==> config.mk <==
export PLATFORM = sky130hd
export DESIGN_NAME = uart_tx_buffered
export DESIGN_NICKNAME = d
export VERILOG_FILES = /design/src/rtl/uart_pkg.sv /design/src/rtl/uart_tx_fifo.sv /design/src/rtl/uart_tx_buffered.sv
export SDC_FILE = /design/constraint.sdc
export NUM_CORES = 1
export LEC_CHECK = 0
export ABC_AREA = 1
export CAP_MARGIN = 0
export CORE_MARGIN = 2
export CORE_UTILIZATION = 55
export DETAILED_ROUTE_END_ITERATION = 8
export PLACE_DENSITY = 0.86
export SLEW_MARGIN = 20
export SYNTH_ARGS = -nofsm -noshare
export SYNTH_HDL_FRONTEND = slang
export SYNTH_HIERARCHICAL = 1
export SYNTH_SLANG_ARGS = --single-unit
==> constraint.sdc <==
create_clock -name clk -period 2.7 [get_ports clk]
set_input_delay 0.405 -clock clk [delete_from_list [all_inputs] [get_ports clk]]
set_output_delay 0.405 -clock clk [all_outputs]
set_load 0.05 [all_outputs]
==> src/rtl/uart_pkg.sv <==
`default_nettype none
// ============================================================================
// Module      : uart_pkg
// Description : Shared types and constants for the buffered UART transmitter.
// Revision    : 1.0 - initial release
// ============================================================================
package uart_pkg;

    typedef enum logic [2:0] {
        IDLE   = 3'd0,
        START  = 3'd1,
        DATA   = 3'd2,
        PARITY = 3'd3,
        STOP   = 3'd4
    } tx_state_t;

    localparam logic UART_IDLE_LVL  = 1'b1;
    localparam logic UART_START_LVL = 1'b0;

    function automatic int clog2(input int value);
        int r;
        r = 0;
        for (int i = 0; i < 31; i++) begin
            if ((1 << i) < value) r = i + 1;
        end
        return r;
    endfunction

endpackage
`default_nettype wire

==> src/rtl/uart_tx_fifo.sv <==
`default_nettype none
// ============================================================================
// Module      : uart_tx_fifo
// Description : Synchronous write FIFO with registered full/empty flags.
// Revision    : 1.0 - initial release
// ============================================================================
module uart_tx_fifo
    import uart_pkg::*;
#(
    parameter int DATA_W     = 8,
    parameter int FIFO_DEPTH = 4
) (
    input  logic              clk,
    input  logic              rst,
    input  logic              i_push,
    input  logic [DATA_W-1:0] i_data,
    input  logic              i_pop,
    output logic [DATA_W-1:0] o_data,
    output logic              o_full,
    output logic              o_empty
);

    localparam int c_ptr_w = (clog2(FIFO_DEPTH) < 1) ? 1 : clog2(FIFO_DEPTH);
    localparam int c_cnt_w = c_ptr_w + 1;
    localparam logic [c_cnt_w-1:0] c_depth = c_cnt_w'(FIFO_DEPTH);

    logic [DATA_W-1:0]  r_mem [FIFO_DEPTH];
    logic [c_ptr_w-1:0] r_wr_ptr;
    logic [c_ptr_w-1:0] r_rd_ptr;
    logic [c_cnt_w-1:0] r_count;
    logic [c_cnt_w-1:0] w_count_nxt;
    logic               r_full;
    logic               r_empty;
    logic               w_do_push;
    logic               w_do_pop;

    // A full FIFO drops the write even when a pop frees a slot this cycle.
    assign w_do_push = i_push & ~r_full;
    assign w_do_pop  = i_pop & ~r_empty;

    always_comb begin
        w_count_nxt = r_count;
        case ({w_do_push, w_do_pop})
            2'b10:   w_count_nxt = r_count + 1'b1;
            2'b01:   w_count_nxt = r_count - 1'b1;
            default: w_count_nxt = r_count;
        endcase
    end

    always_ff @(posedge clk) begin
        if (w_do_push) r_mem[r_wr_ptr] <= i_data;
    end

    always_ff @(posedge clk) begin
        if (rst) begin
            r_wr_ptr <= '0;
            r_rd_ptr <= '0;
            r_count  <= '0;
            r_full   <= 1'b0;
            r_empty  <= 1'b1;
        end else begin
            if (w_do_push) r_wr_ptr <= r_wr_ptr + 1'b1;
            if (w_do_pop)  r_rd_ptr <= r_rd_ptr + 1'b1;
            r_count <= w_count_nxt;
            r_full  <= (w_count_nxt == c_depth);
            r_empty <= (w_count_nxt == '0);
        end
    end

    assign o_data  = r_mem[r_rd_ptr];
    assign o_full  = r_full;
    assign o_empty = r_empty;

endmodule
`default_nettype wire

==> src/rtl/uart_tx_buffered.sv <==
`default_nettype none
// ============================================================================
// Module      : uart_tx_buffered
// Description : FIFO-buffered UART transmitter driven by a 16x oversample tick.
//               Define UART_TX_PARITY_EN to append an even parity bit (8E1).
// Revision    : 1.0 - initial release
// ============================================================================
module uart_tx_buffered
    import uart_pkg::*;
#(
    parameter int DATA_W     = 8,
    parameter int FIFO_DEPTH = 4,
    parameter int OVERSAMPLE = 16
) (
    input  logic              clk,
    input  logic              rst,
    input  logic              i_b_tick,
    input  logic              i_wr_en,
    input  logic [DATA_W-1:0] i_wr_data,
    output logic              o_full,
    output logic              o_empty,
    output logic              o_tx,
    output logic              o_tx_busy,
    output logic              o_tx_done
);

    localparam int c_tick_w = (clog2(OVERSAMPLE) < 1) ? 1 : clog2(OVERSAMPLE);
    localparam int c_bit_w  = (clog2(DATA_W) < 1) ? 1 : clog2(DATA_W);
    localparam logic [c_tick_w-1:0] c_tick_last = c_tick_w'(OVERSAMPLE - 1);
    localparam logic [c_bit_w-1:0]  c_bit_last  = c_bit_w'(DATA_W - 1);

    tx_state_t           r_state;
    logic [c_tick_w-1:0] r_tick_cnt;
    logic [c_bit_w-1:0]  r_bit_cnt;
    logic [DATA_W-1:0]   r_shift;
    logic                r_tx;
    logic                r_busy;
    logic                r_done;
`ifdef UART_TX_PARITY_EN
    logic                r_parity;
`endif

    logic [DATA_W-1:0]   w_fifo_data;
    logic                w_fifo_full;
    logic                w_fifo_empty;
    logic                w_bit_end;
    logic                w_pop;

    uart_tx_fifo #(
        .DATA_W     (DATA_W),
        .FIFO_DEPTH (FIFO_DEPTH)
    ) u_fifo (
        .clk     (clk),
        .rst     (rst),
        .i_push  (i_wr_en),
        .i_data  (i_wr_data),
        .i_pop   (w_pop),
        .o_data  (w_fifo_data),
        .o_full  (w_fifo_full),
        .o_empty (w_fifo_empty)
    );

    assign w_bit_end = i_b_tick && (r_tick_cnt == c_tick_last);
    // Pop from IDLE, or at the end of STOP so the next start bit follows with no gap.
    assign w_pop = ~w_fifo_empty &&
                   ((r_state == IDLE) || ((r_state == STOP) && w_bit_end));

    always_ff @(posedge clk) begin
        if (rst) begin
            r_state    <= IDLE;
            r_tick_cnt <= '0;
            r_bit_cnt  <= '0;
            r_shift    <= '0;
            r_tx       <= UART_IDLE_LVL;
            r_busy     <= 1'b0;
            r_done     <= 1'b0;
`ifdef UART_TX_PARITY_EN
            r_parity   <= 1'b0;
`endif
        end else begin
            r_done <= 1'b0;
            if ((r_state != IDLE) && i_b_tick) begin
                r_tick_cnt <= w_bit_end ? '0 : r_tick_cnt + 1'b1;
            end

            case (r_state)
                IDLE: begin
                    if (w_pop) begin
                        r_shift <= w_fifo_data;
                        r_state <= START;
                        r_tx    <= UART_START_LVL;
                        r_busy  <= 1'b1;
`ifdef UART_TX_PARITY_EN
                        r_parity <= ^w_fifo_data;
`endif
                    end
                end

                START: begin
                    if (w_bit_end) begin
                        r_state   <= DATA;
                        r_tx      <= r_shift[0];
                        r_bit_cnt <= '0;
                    end
                end

                DATA: begin
                    if (w_bit_end) begin
                        if (r_bit_cnt == c_bit_last) begin
`ifdef UART_TX_PARITY_EN
                            r_state <= PARITY;
                            r_tx    <= r_parity;
`else
                            r_state <= STOP;
                            r_tx    <= UART_IDLE_LVL;
`endif
                        end else begin
                            r_shift   <= r_shift >> 1;
                            r_tx      <= r_shift[1];
                            r_bit_cnt <= r_bit_cnt + 1'b1;
                        end
                    end
                end

`ifdef UART_TX_PARITY_EN
                PARITY: begin
                    if (w_bit_end) begin
                        r_state <= STOP;
                        r_tx    <= UART_IDLE_LVL;
                    end
                end
`endif

                STOP: begin
                    if (w_bit_end) begin
                        r_done <= 1'b1;
                        if (w_pop) begin
                            r_shift <= w_fifo_data;
                            r_state <= START;
                            r_tx    <= UART_START_LVL;
`ifdef UART_TX_PARITY_EN
                            r_parity <= ^w_fifo_data;
`endif
                        end else begin
                            r_state <= IDLE;
                            r_busy  <= 1'b0;
                        end
                    end
                end

                default: begin
                    r_state <= IDLE;
                    r_tx    <= UART_IDLE_LVL;
                    r_busy  <= 1'b0;
                end
            endcase
        end
    end

    assign o_full    = w_fifo_full;
    assign o_empty   = w_fifo_empty;
    assign o_tx      = r_tx;
    assign o_tx_busy = r_busy;
    assign o_tx_done = r_done;

endmodule
`default_nettype wire

==> impl_metrics.json, run 1 <==
{
  "outcome": "complete, no violations",
  "crit_path_top_delay_cell": "fa_1",
  "r2r_end": "u_fifo/o_empty",
  "path_cells": "ha_1, nand2_4, nor2_8, nand3_2, nand2_1, inv_1, nor2_2, ha_1, inv_1, fa_1, o21ai_0, inv_1, nand2_1, inv_1, nand3_1, nand2_1",
  "required_ps": 2930,
  "yosys.area_share.adder": 0.0406,
  "synthMuxAreaShare": 0,
  "ys_ff_latch": 64,
  "crit_family": "adder cells",
  "start_util": 0.576,
  "post_cts_buffers": 0,
  "worstSetupEndpoint": "u_fifo/o_empty",
  "drt_iter0_markers": 123,
  "grt_pass1_vias": 2093,
  "hold_violations": 0,
  "start_kind": "flop",
  "startpoint": "r_tick_cnt[0]",
  "core_area_sq_um": 5140,
  "worst-setup-path-type": "flop to flop",
  "antenna_cells": 0,
  "grt_antenna_before_repair": 0,
  "relSlewSlack": 0.630,
  "period_minus_slack_ps": 2360,
  "synth_top_area_share": 0.325,
  "portBuffers": 16,
  "area_growth_pct": 15.3,
  "htreeDepth": 3,
  "viasPerCell": 5.11,
  "wl_per_cell_microns": 12.2,
  "drive_gt1_frac": 0.144,
  "min_from": "o_tx",
  "grt_pass1_wl_microns": 8990,
  "grt_setup_unrepaired": "no",
  "finClkSkew_ps": 7.85,
  "fin_util": 0.664,
  "synth_top_family_by_area": "simple AND/OR/NAND/NOR gates",
  "r2r_cells": 16,
  "synth_area_per_cell_sq_um": 9.00,
  "cp.depth": 16,
  "ys.warnings.count": 6,
  "ys.flop_type": "edfxtp_1",
  "synthSimpleGateAreaFrac": 0.222,
  "worstReg2RegStart": "r_tick_cnt[0]",
  "path_buf_inv": 4,
  "worst_pin_slew_ps": 555,
  "seq_area_frac_synth": 0.541,
  "setup_tns_ps": 0,
  "p_per_area_nw_per_um2": 953,
  "synth_xor_area_frac": 0.00296,
  "rows": 26,
  "hold_buffers": 0,
  "nets": 377,
  "worst_ep_arrival_time_ps": 2590,
  "setup_viol": 0,
  "synth_edf_count": 32,
  "grt.total_usage": 0.192,
  "timing.final.crit_share": 0.875,
  "place.gp.congestion": 0.810,
  "n_fill_cell": 429,
  "cts_tree": "yes",
  "critPathMaxFanout": 4,
  "ir_worst_vdd_v": 0.000587,
  "clkSinkCount": 64,
  "worstSetupEndpointType": "flop",
  "cp_common_cell": "inv_1",
  "dr.pass1.iters": 5,
  "syn_nets": 350,
  "dieArea_sq_um": 5990,
  "netlist_area_sq_um": 2960,
  "instances_no_fill": 431,
  "yosysMostFrequentCell": "nand2_1",
  "synth_top_cell_by_area": "edfxtp_1",
  "dp.cells": 415,
  "cpPeakStageDelay_ps": 440,
  "ant_nets": 0,
  "drc": 0,
  "pin_count": 17,
  "final_max_slew_viol_count": 0,
  "routed_wirelength_microns": 5240,
  "grt_max_degree": 18,
  "synth_area_leaders": "edfxtp_1, dfxtp_1, nand2_1, nor2_1, inv_1",
  "syn_inst": 329,
  "num_vias": 2203,
  "ctsLongestPathBuffers": 2,
  "clkTransAtPathRegs_ps": 80,
  "fmax_mhz": 423,
  "regToRegSetupSlack_ps": 340,
  "overflow": 0,
  "synth_compound_area_frac": 0.112,
  "post_cts_resized": 0,
  "p_leak_nw": 1.47,
  "dieHeight_microns": 77.4,
  "maxCapViolCount": 0,
  "hpwlAfterDp_microns": 3510,
  "insertion_delay_ps": 340,
  "synth.top_cells.by_count": "nand2_1, nor2_1, inv_1",
  "synthArstFlopShare": 0,
  "ctsRootBufferMaster": "clkbuf_8",
  "synth_cell_type_count": 30,
  "die_x_microns": 77.4,
  "cts_buffers": 9,
  "min_path_type": "flop to flop",
  "finalPower_mw": 3.25
}
[cell type report]
type / count / area, sq um / share of cell area
Inverter: 43 / 164 / 0.0480
Clock buffer: 9 / 124 / 0.0363
Tap cell: 70 / 87.6 / 0.0257
Sequential cell: 64 / 1600 / 0.469
Timing Repair Buffer: 23 / 213 / 0.0623
Clock inverter: 7 / 103 / 0.0301
Multi-Input combinational cell: 215 / 1120 / 0.328
[sequential cells by signal, indices dropped and copies added, names as in the netlist, named ones only]
| register | cells |
|---|---|
| r_tick_cnt | 4 |
| u_fifo/o_full | 1 |
| u_fifo/r_rd_ptr | 2 |
| u_fifo/r_wr_ptr | 2 |
| o_tx_busy | 1 |
| u_fifo/r_mem | 32 |
| o_tx_done | 1 |
| u_fifo/o_empty | 1 |
| r_state | 3 |
| o_tx | 1 |
| u_fifo/r_count | 3 |
| r_bit_cnt | 3 |
| r_shift | 8 |
[worst min-delay path by stage]
| stage | depth (start not counted) | end | slack [ps] |
|---|---|---|---|
| floorplan | 2 | r_bit_cnt[1] | 440 |
| global placement | 2 | o_tx | 440 |
| detailed placement | 2 | o_tx | 450 |
| CTS | 2 | o_tx | 460 |
| global route | 2 | o_tx | 480 |
| finish | 2 | o_tx | 460 |
[worst reg2reg max path, stage by stage, from the launching register on]
cell and delay, ps:
dfxtp_1 380, ha_1 230, nand2_4 80, nor2_8 80
nand3_2 80, nand2_1 90, inv_1 50, nor2_2 100
ha_1 190, inv_1 70, fa_1 440, o21ai_0 170
inv_1 70, nand2_1 80, inv_1 40, nand3_1 50
nand2_1 50
[metal layers]
metal | track usage | part of all wire | up-vias
met2 | 0.322 | 0.48 | 42
li1 | - | - | 1138
met4 | 0.0982 | 0.018 | 0
met1 | 0.230 | 0.45 | 1015
met5 | 0 | 0 | -
met3 | 0.0453 | 0.044 | 8
[per-stage QoR]
stage	hold WS, ps	setup slack [ps]	area, sq um
after floorplan	439	350	2960
after global placement	438	84.8	3190
after detailed placement	445	21.4	3190
after CTS	465	352	3410
after global routing	484	121	3410
final	457	337	3410
[cells by family (layout without fill, tap and decap cells)]
kind of cell | after synthesis | count (layout)
AND/OR/NAND/NOR | 147 | 147
flip-flops | 64 | 64
AO/OA/AOI/OAI | 58 | 58
buffers and inverters | 50 | 82
adder cells (fa/ha/maj) | 9 | 9
XOR/XNOR | 1 | 1
[placed cells by master (no fill, tap or decap), types with 7 or more instances in the layout]
| master | count |
|---|---|
| a21oi_1 | 17 |
| buf_4 | 7 |
| clkbuf_8 | 9 |
| clkdlybuf4s50_1 | 16 |
| dfxtp_1 | 32 |
| edfxtp_1 | 32 |
| ha_1 | 8 |
| inv_1 | 37 |
| nand2_1 | 66 |
| nand3_1 | 17 |
| nor2_1 | 43 |
| nor2_2 | 7 |
| o21ai_0 | 24 |
| o22ai_1 | 8 |
[power by group]
| part | switching [mW] | leakage, nW | internal, mW |
|---|---|---|---|
| sequential | 0.106 | 0.556 | 1.17 |
| clock | 0.397 | 0.110 | 0.529 |
| combinational | 0.679 | 0.803 | 0.369 |
No activity file was read; power rests on OpenSTA's default activity.
==> run 2, diff against run 1 <==
--- a/config.mk
+++ b/config.mk
@@ -6,13 +6,12 @@
 export NUM_CORES = 1
 export LEC_CHECK = 0
 export ABC_AREA = 1
-export CAP_MARGIN = 0
+export CAP_MARGIN = 20
 export CORE_MARGIN = 2
 export CORE_UTILIZATION = 55
 export DETAILED_ROUTE_END_ITERATION = 8
-export PLACE_DENSITY = 0.86
+export PLACE_DENSITY = 0.87
 export SLEW_MARGIN = 20
 export SYNTH_ARGS = -nofsm -noshare
 export SYNTH_HDL_FRONTEND = slang
-export SYNTH_HIERARCHICAL = 1
 export SYNTH_SLANG_ARGS = --single-unit
==> run 2 against run 1 <==
Die area is 2.4% lower. Clock power decreased by 13%. Utilization down 0.53 points. Routed wire length increased by 2.6%. Clock skew fell by 2.1 ps. Sequential share of layout area up 0.98 points. First-iteration DRC count is 80% higher. Setup slack better by 79 ps. Via count up 1.0%. Cell area is 2.1% lower.
==> impl_metrics.json, run 2 <==
{
  "start_kind": "flop",
  "layout_common_cells": "nand2_1, nor2_1, dfxtp_1, edfxtp_1, inv_1",
  "worst_ep_arrival_time_ps": 2540,
  "seq_area_frac_synth": 0.555,
  "overflow": 0,
  "insertion_delay_ps": 340,
  "syn_inst": 331,
  "p_switching_mw": 1.30,
  "largest_registers": "u_fifo.r_mem: 32 flops, r_shift: 8 flops, r_tick_cnt: 4 flops",
  "dr.pass1.iters": 4,
  "syn_nets": 352,
  "path_buf_inv": 0,
  "hold_buffers": 0,
  "antenna_cells": 0,
  "relSlewSlack": 0.612,
  "ir_worst_vdd_v": 0.000513,
  "timing.final.crit_share": 0.846,
  "setup_tns_ps": 0,
  "pwr-share-clk": 0.239,
  "post_cts_buffers": 0,
  "area_growth_pct": 15.8,
  "pwr-share-seq": 0.404,
  "synth_cell_type_count": 33,
  "num_vias": 2226,
  "portBuffers": 16,
  "grt_pass1_wl_microns": 9310,
  "grt_setup_unrepaired": "no",
  "synth_edf_count": 32,
  "drive_gt1_frac": 0.116,
  "synthArstFlopShare": 0,
  "dieArea_sq_um": 5840,
  "worst_pin_slew_ps": 581,
  "dieHeight_microns": 76.4,
  "crit_path_top_delay_cell": "fa_1",
  "grt_pass1_vias": 2122,
  "ant_nets": 0,
  "instances_no_fill": 433,
  "pin_count": 17,
  "die_x_microns": 76.4,
  "clkSinkCount": 64,
  "cpPeakStageDelay_ps": 420,
  "viasPerCell": 5.14,
  "top_register": "u_fifo.r_mem",
  "p_per_area_nw_per_um2": 1010,
  "dp.cells": 417,
  "swShare": 0.386,
  "finalPower_mw": 3.37,
  "final.setup.worst_slack_ps": 416,
  "ys.warnings.count": 0,
  "synth_top_area_share": 0.333,
  "worst-setup-path-type": "flop to flop",
  "largest_reg_flops": 32,
  "clkTransAtPathRegs_ps": 70,
  "synth_area_leaders": "edfxtp_1, dfxtp_1, nand2_1, nor2_1, o21ai_0",
  "routed_wirelength_microns": 5380,
  "fmax_mhz": 438,
  "pwr-share-comb": 0.357,
  "grt_max_degree": 18,
  "crit_family": "adder cells",
  "drc": 0,
  "start_util": 0.569,
  "worstSetupEndpointType": "flop",
  "grt.total_usage": 0.201,
  "outcome": "complete, no violations",
  "netlist_area_sq_um": 2890,
  "ctsLongestPathBuffers": 2,
  "hpwlAfterDp_microns": 3700,
  "place.gp.congestion": 0.859,
  "synth.top_cells.by_count": "nand2_1, nor2_1, dfxtp_1, edfxtp_1, inv_1",
  "period_minus_slack_ps": 2280,
  "post_cts_resized": 0,
  "yosysMostFrequentCell": "nand2_1",
  "ctsRootBufferMaster": "clkbuf_8",
  "drt_iter0_markers": 221,
  "min_path_type": "flop to flop",
  "cts_buffers": 9,
  "synth_area_per_cell_sq_um": 8.72,
  "ys_ff_latch": 64,
  "ys.flop_type": "edfxtp_1",
  "critPathMaxFanout": 5,
  "maxCapViolCount": 0,
  "pre_cts_ws_ps": 128,
  "htreeDepth": 3,
  "grt_antenna_before_repair": 0,
  "rows": 26,
  "final_max_slew_viol_count": 0,
  "synth_top_cell_by_area": "edfxtp_1",
  "hold_violations": 0,
  "setup_viol": 0,
  "internal_power_mw": 2.07,
  "final_common_cell": "nand2_1",
  "wl_per_cell_microns": 12.4,
  "holdWs_ps": 456,
  "required_ps": 2950,
  "path_cells": "ha_1, nand2_2, nor2_8, nand3_2, nand2_1, ha_1, fa_1, mux2i_1, nand2_1, nor3_1",
  "core_area_sq_um": 5070,
  "nets": 379,
  "cts_tree": "yes",
  "finClkSkew_ps": 5.76,
  "p_leak_nw": 1.44
}
## run 2: final cells by class
cell class / count / area [sq um]
repair buffers: 24 / 220
flip-flops and latches: 64 / 1600
multi-input cells: 222 / 1100
clock inverters: 7 / 71.3
well taps: 70 / 87.6
clock buffers: 9 / 124
fillers: 397 / 1730
inverters: 37 / 139
## run 2: worst register-to-register path: stages, from the launching register on
cell and delay, ps:
dfxtp_1 360, ha_1 220, nand2_2 100, nor2_8 120, nand3_2 130, nand2_1 140, ha_1 220, fa_1 420
mux2i_1 180, nand2_1 100, nor3_1 190
## run 2: metrics by stage
step | cell area, sq um | utilization
global placement | 3150 | 0.620
global route | 3340 | 0.659
finish | 3340 | 0.659
detailed placement | 3150 | 0.620
CTS | 3340 | 0.659
floorplan | 2890 | -
## run 2: kinds of logic after synthesis
family          count (synthesis)  share of synthesized area
fa+ha+maj                       9                     0.0416
flops                          64                      0.555
xor+xnor                        1                    0.00303
mux                             1                    0.00347
compound gates                 44                     0.0828
buf+inv                        45                     0.0646
simple gates                  167                      0.250
## run 2: final timing paths
| path | start | slack (ps) | cells past startpoint | end |
|---|---|---|---|---|
| worst max-delay path | r_tick_cnt[0] | 420 | 10 | u_fifo.o_full |
| worst max register to register | r_tick_cnt[0] | 420 | 10 | u_fifo.o_full |
| worst min register to register | o_tx | 460 | 2 | o_tx |
| worst min-delay path | o_tx | 460 | 2 | o_tx |
## run 2: layer usage
metal	track usage	wire, microns	vias to the layer above
li1	-	-	1122
met1	0.257	2400	1026
met2	0.330	2630	65
met3	0.0474	254	13
met4	0.0855	91	0
met5	0	0	-
## run 2: power groups by stage
stage	clock network [mW]	registers (mW)	logic, mW
2_1_floorplan	0	1.40	0.897
3_3_place_gp	0	1.37	1.13
3_5_place_dp	0	1.38	1.19
4_1_cts	0.814	1.36	1.20
5_1_grt	0.861	1.39	1.38
6_report	0.807	1.36	1.20
==> run 3, diff against run 2 <==
==> constraint.sdc (replaced) <==
create_clock -name clk -period 2.2 [get_ports clk]
set_input_delay 0.33 -clock clk [delete_from_list [all_inputs] [get_ports clk]]
set_output_delay 0.33 -clock clk [all_outputs]
set_load 0.05 [all_outputs]
==> run 3 against run 2 <==
Critical path depth unchanged. Hold slack improved by 2.6 ps. Non-clock buffer count increased by 4. Largest cell class unchanged.
==> impl_metrics.json, run 3 (synthesis results as in run 2) <==
{
  "hpwlAfterDp_microns": 4090,
  "final.setup.worst_slack_ps": 119,
  "grt_max_degree": 18,
  "min_path_type": "flop to flop",
  "cpPeakStageDelay_ps": 480,
  "antenna_cells": 0,
  "cts_tree": "yes",
  "final_max_slew_viol_count": 0,
  "r2r_cells": 10,
  "hold_buffers": 0,
  "timing.final.crit_share": 0.946,
  "internal_power_mw": 2.87,
  "swShare": 0.374,
  "min_to": "o_tx_busy",
  "wl_per_cell_microns": 14.4,
  "worst_ep_arrival_time_ps": 2340,
  "num_vias": 2275,
  "fmax_mhz": 480,
  "drc": 0,
  "period_minus_slack_ps": 2080,
  "start_util": 0.569,
  "p_switching_mw": 1.71,
  "maxCapViolCount": 0,
  "register_area_sq_um": 1610,
  "worstSetupEndpointType": "flop",
  "dieHeight_microns": 76.4,
  "r2r_end": "u_fifo.o_full",
  "hold_path_depth": 2,
  "pin_count": 17,
  "drive_gt1_frac": 0.153,
  "path_cells": "ha_4, nand2_2, nor2_8, nand3_2, nand2_2, ha_4, fa_2, mux2i_4, nand2_1, nor3_1",
  "worst_pin_slew_ps": 504,
  "critPathMaxFanout": 3,
  "rows": 26,
  "pwr-share-comb": 0.369,
  "portBuffers": 16,
  "grt_pass1_wl_microns": 10600,
  "layout_common_cells": "nand2_1, nor2_1, edfxtp_1",
  "dr.pass1.iters": 4,
  "grt_busiest_layer": "met2",
  "multi_input_area_sq_um": 1150,
  "min_from": "o_tx_busy",
  "largest_registers": "u_fifo.r_mem: 32 flops, r_shift: 8 flops, r_tick_cnt: 4 flops",
  "die_x_microns": 76.4,
  "p_leak_nw": 1.49,
  "pwr-share-seq": 0.364,
  "start_kind": "flop",
  "n_fill_cell": 392,
  "overflow": 0,
  "finClkSkew_ps": 6.54,
  "crit_family": "adder cells",
  "outcome": "complete, no violations",
  "pre_cts_ws_ps": -271,
  "grt_antenna_before_repair": 0,
  "place.gp.congestion": 0.835,
  "drt_iter0_markers": 247,
  "grt_pass1_vias": 2285,
  "ant_nets": 0,
  "path_buf_inv": 0,
  "worst-setup-path-type": "flop to flop",
  "ctsLongestPathBuffers": 2,
  "final_common_cell": "nand2_1",
  "area_growth_pct": 20.5,
  "ctsRootBufferMaster": "clkbuf_8",
  "ir_worst_vdd_v": 0.000847,
  "nets": 383,
  "grt_use_met1": 0.265,
  "hold_violations": 0,
  "routed_wirelength_microns": 6300,
  "relSlewSlack": 0.663,
  "clkSinkCount": 64,
  "crit_path_top_delay_cell": "fa_2",
  "dieArea_sq_um": 5840,
  "setup_viol": 0,
  "htreeDepth": 3,
  "largest_reg_flops": 32,
  "fin_util": 0.686,
  "top_register": "u_fifo.r_mem",
  "met3_usage": 0.0474,
  "post_cts_buffers": 0,
  "grt.total_usage": 0.232,
  "insertion_delay_ps": 330,
  "regToRegSetupSlack_ps": 120,
  "pwr-share-clk": 0.267,
  "required_ps": 2460,
  "use_met2": 0.405,
  "cts_buffers": 9,
  "worstReg2RegStart": "r_tick_cnt[1]",
  "clkTransAtPathRegs_ps": 70,
  "p_per_area_nw_per_um2": 1320,
  "viasPerCell": 5.21,
  "core_area_sq_um": 5070
}
## run 3: cell types whose count changed in the layout (fill, tap and decap cells not counted), moves of 2 or more
| cell | previous run | this run |
|---|---|---|
| buf_4 | 8 | 12 |
| bufinv_16 | 1 | 3 |
| dfxtp_1 | 32 | 29 |
| dfxtp_2 | 0 | 3 |
| ha_1 | 8 | 6 |
| ha_4 | 0 | 2 |
| nand2_1 | 71 | 69 |
| nand2_2 | 6 | 8 |
| nor2_2 | 2 | 0 |
| nor2_4 | 0 | 2 |
## run 3: layer usage
metal | vias up | wire length (microns)
met4 | 0 | 165
li1 | 1128 | -
met3 | 15 | 330
met5 | - | 0
met2 | 78 | 3240
met1 | 1054 | 2560
## run 3: repair_timing
action	4_1_cts	5_1_grt
pin swaps	1	2
setup endpoints to repair	2	2
endpoints found under the hold margin	0	0
resized for setup	6	7
## run 3: worst reg2reg max path, stage by stage (launching register included)
cell and delay (ps):
dfxtp_1 370, ha_4 160, nand2_2 80, nor2_8 100, nand3_2 90, nand2_2 110
ha_4 150, fa_2 480, mux2i_4 190, nand2_1 100, nor3_1 170
## run 3: power by group through the flow
stage | clock, mW | sequential (mW) | combinational, mW
floorplan | 0 | 1.72 | 1.10
global placement | 0 | 1.65 | 1.43
detailed placement | 0 | 1.67 | 1.52
CTS | 1.24 | 1.65 | 1.61
global route | 1.28 | 1.69 | 1.89
finish | 1.23 | 1.67 | 1.69
## run 3: metrics by stage
| stage | hold slack, ps | cell area, sq um | power [mW] | cells | TNS, ps |
|---|---|---|---|---|---|
| after global routing | 473 | 3480 | 4.87 | 437 | -2.94 |
| after CTS | 458 | 3450 | 4.50 | 437 | 0 |
| final | 458 | 3480 | 4.58 | 437 | 0 |
| after detailed placement | 446 | 3180 | 3.18 | 421 | -685 |
| after global placement | 442 | 3180 | 3.08 | 421 | -107 |
| after floorplan | 429 | 2890 | 2.82 | 331 | 0 |
## run 3: worst max-delay path by stage
stage,slack (ps),start,cells after the start,to
after floorplan,90,r_tick_cnt[0],13,u_fifo.o_empty
after global placement,-50,i_b_tick,10,u_fifo.o_full
after detailed placement,-270,i_b_tick,10,u_fifo.o_full
after CTS,40,r_tick_cnt[0],13,u_fifo.o_empty
after global routing,-3,r_tick_cnt[1],10,u_fifo.o_empty
final,120,r_tick_cnt[1],10,u_fifo.o_full
## run 3: cell type report
type                            instances  area share
Tap cell                               70      0.0252
Clock buffer                            9      0.0356
Multi-Input combinational cell        222       0.332
Timing Repair Buffer                   28      0.0719
Clock inverter                          7      0.0345
Sequential cell                        64       0.461
Inverter                               37      0.0399
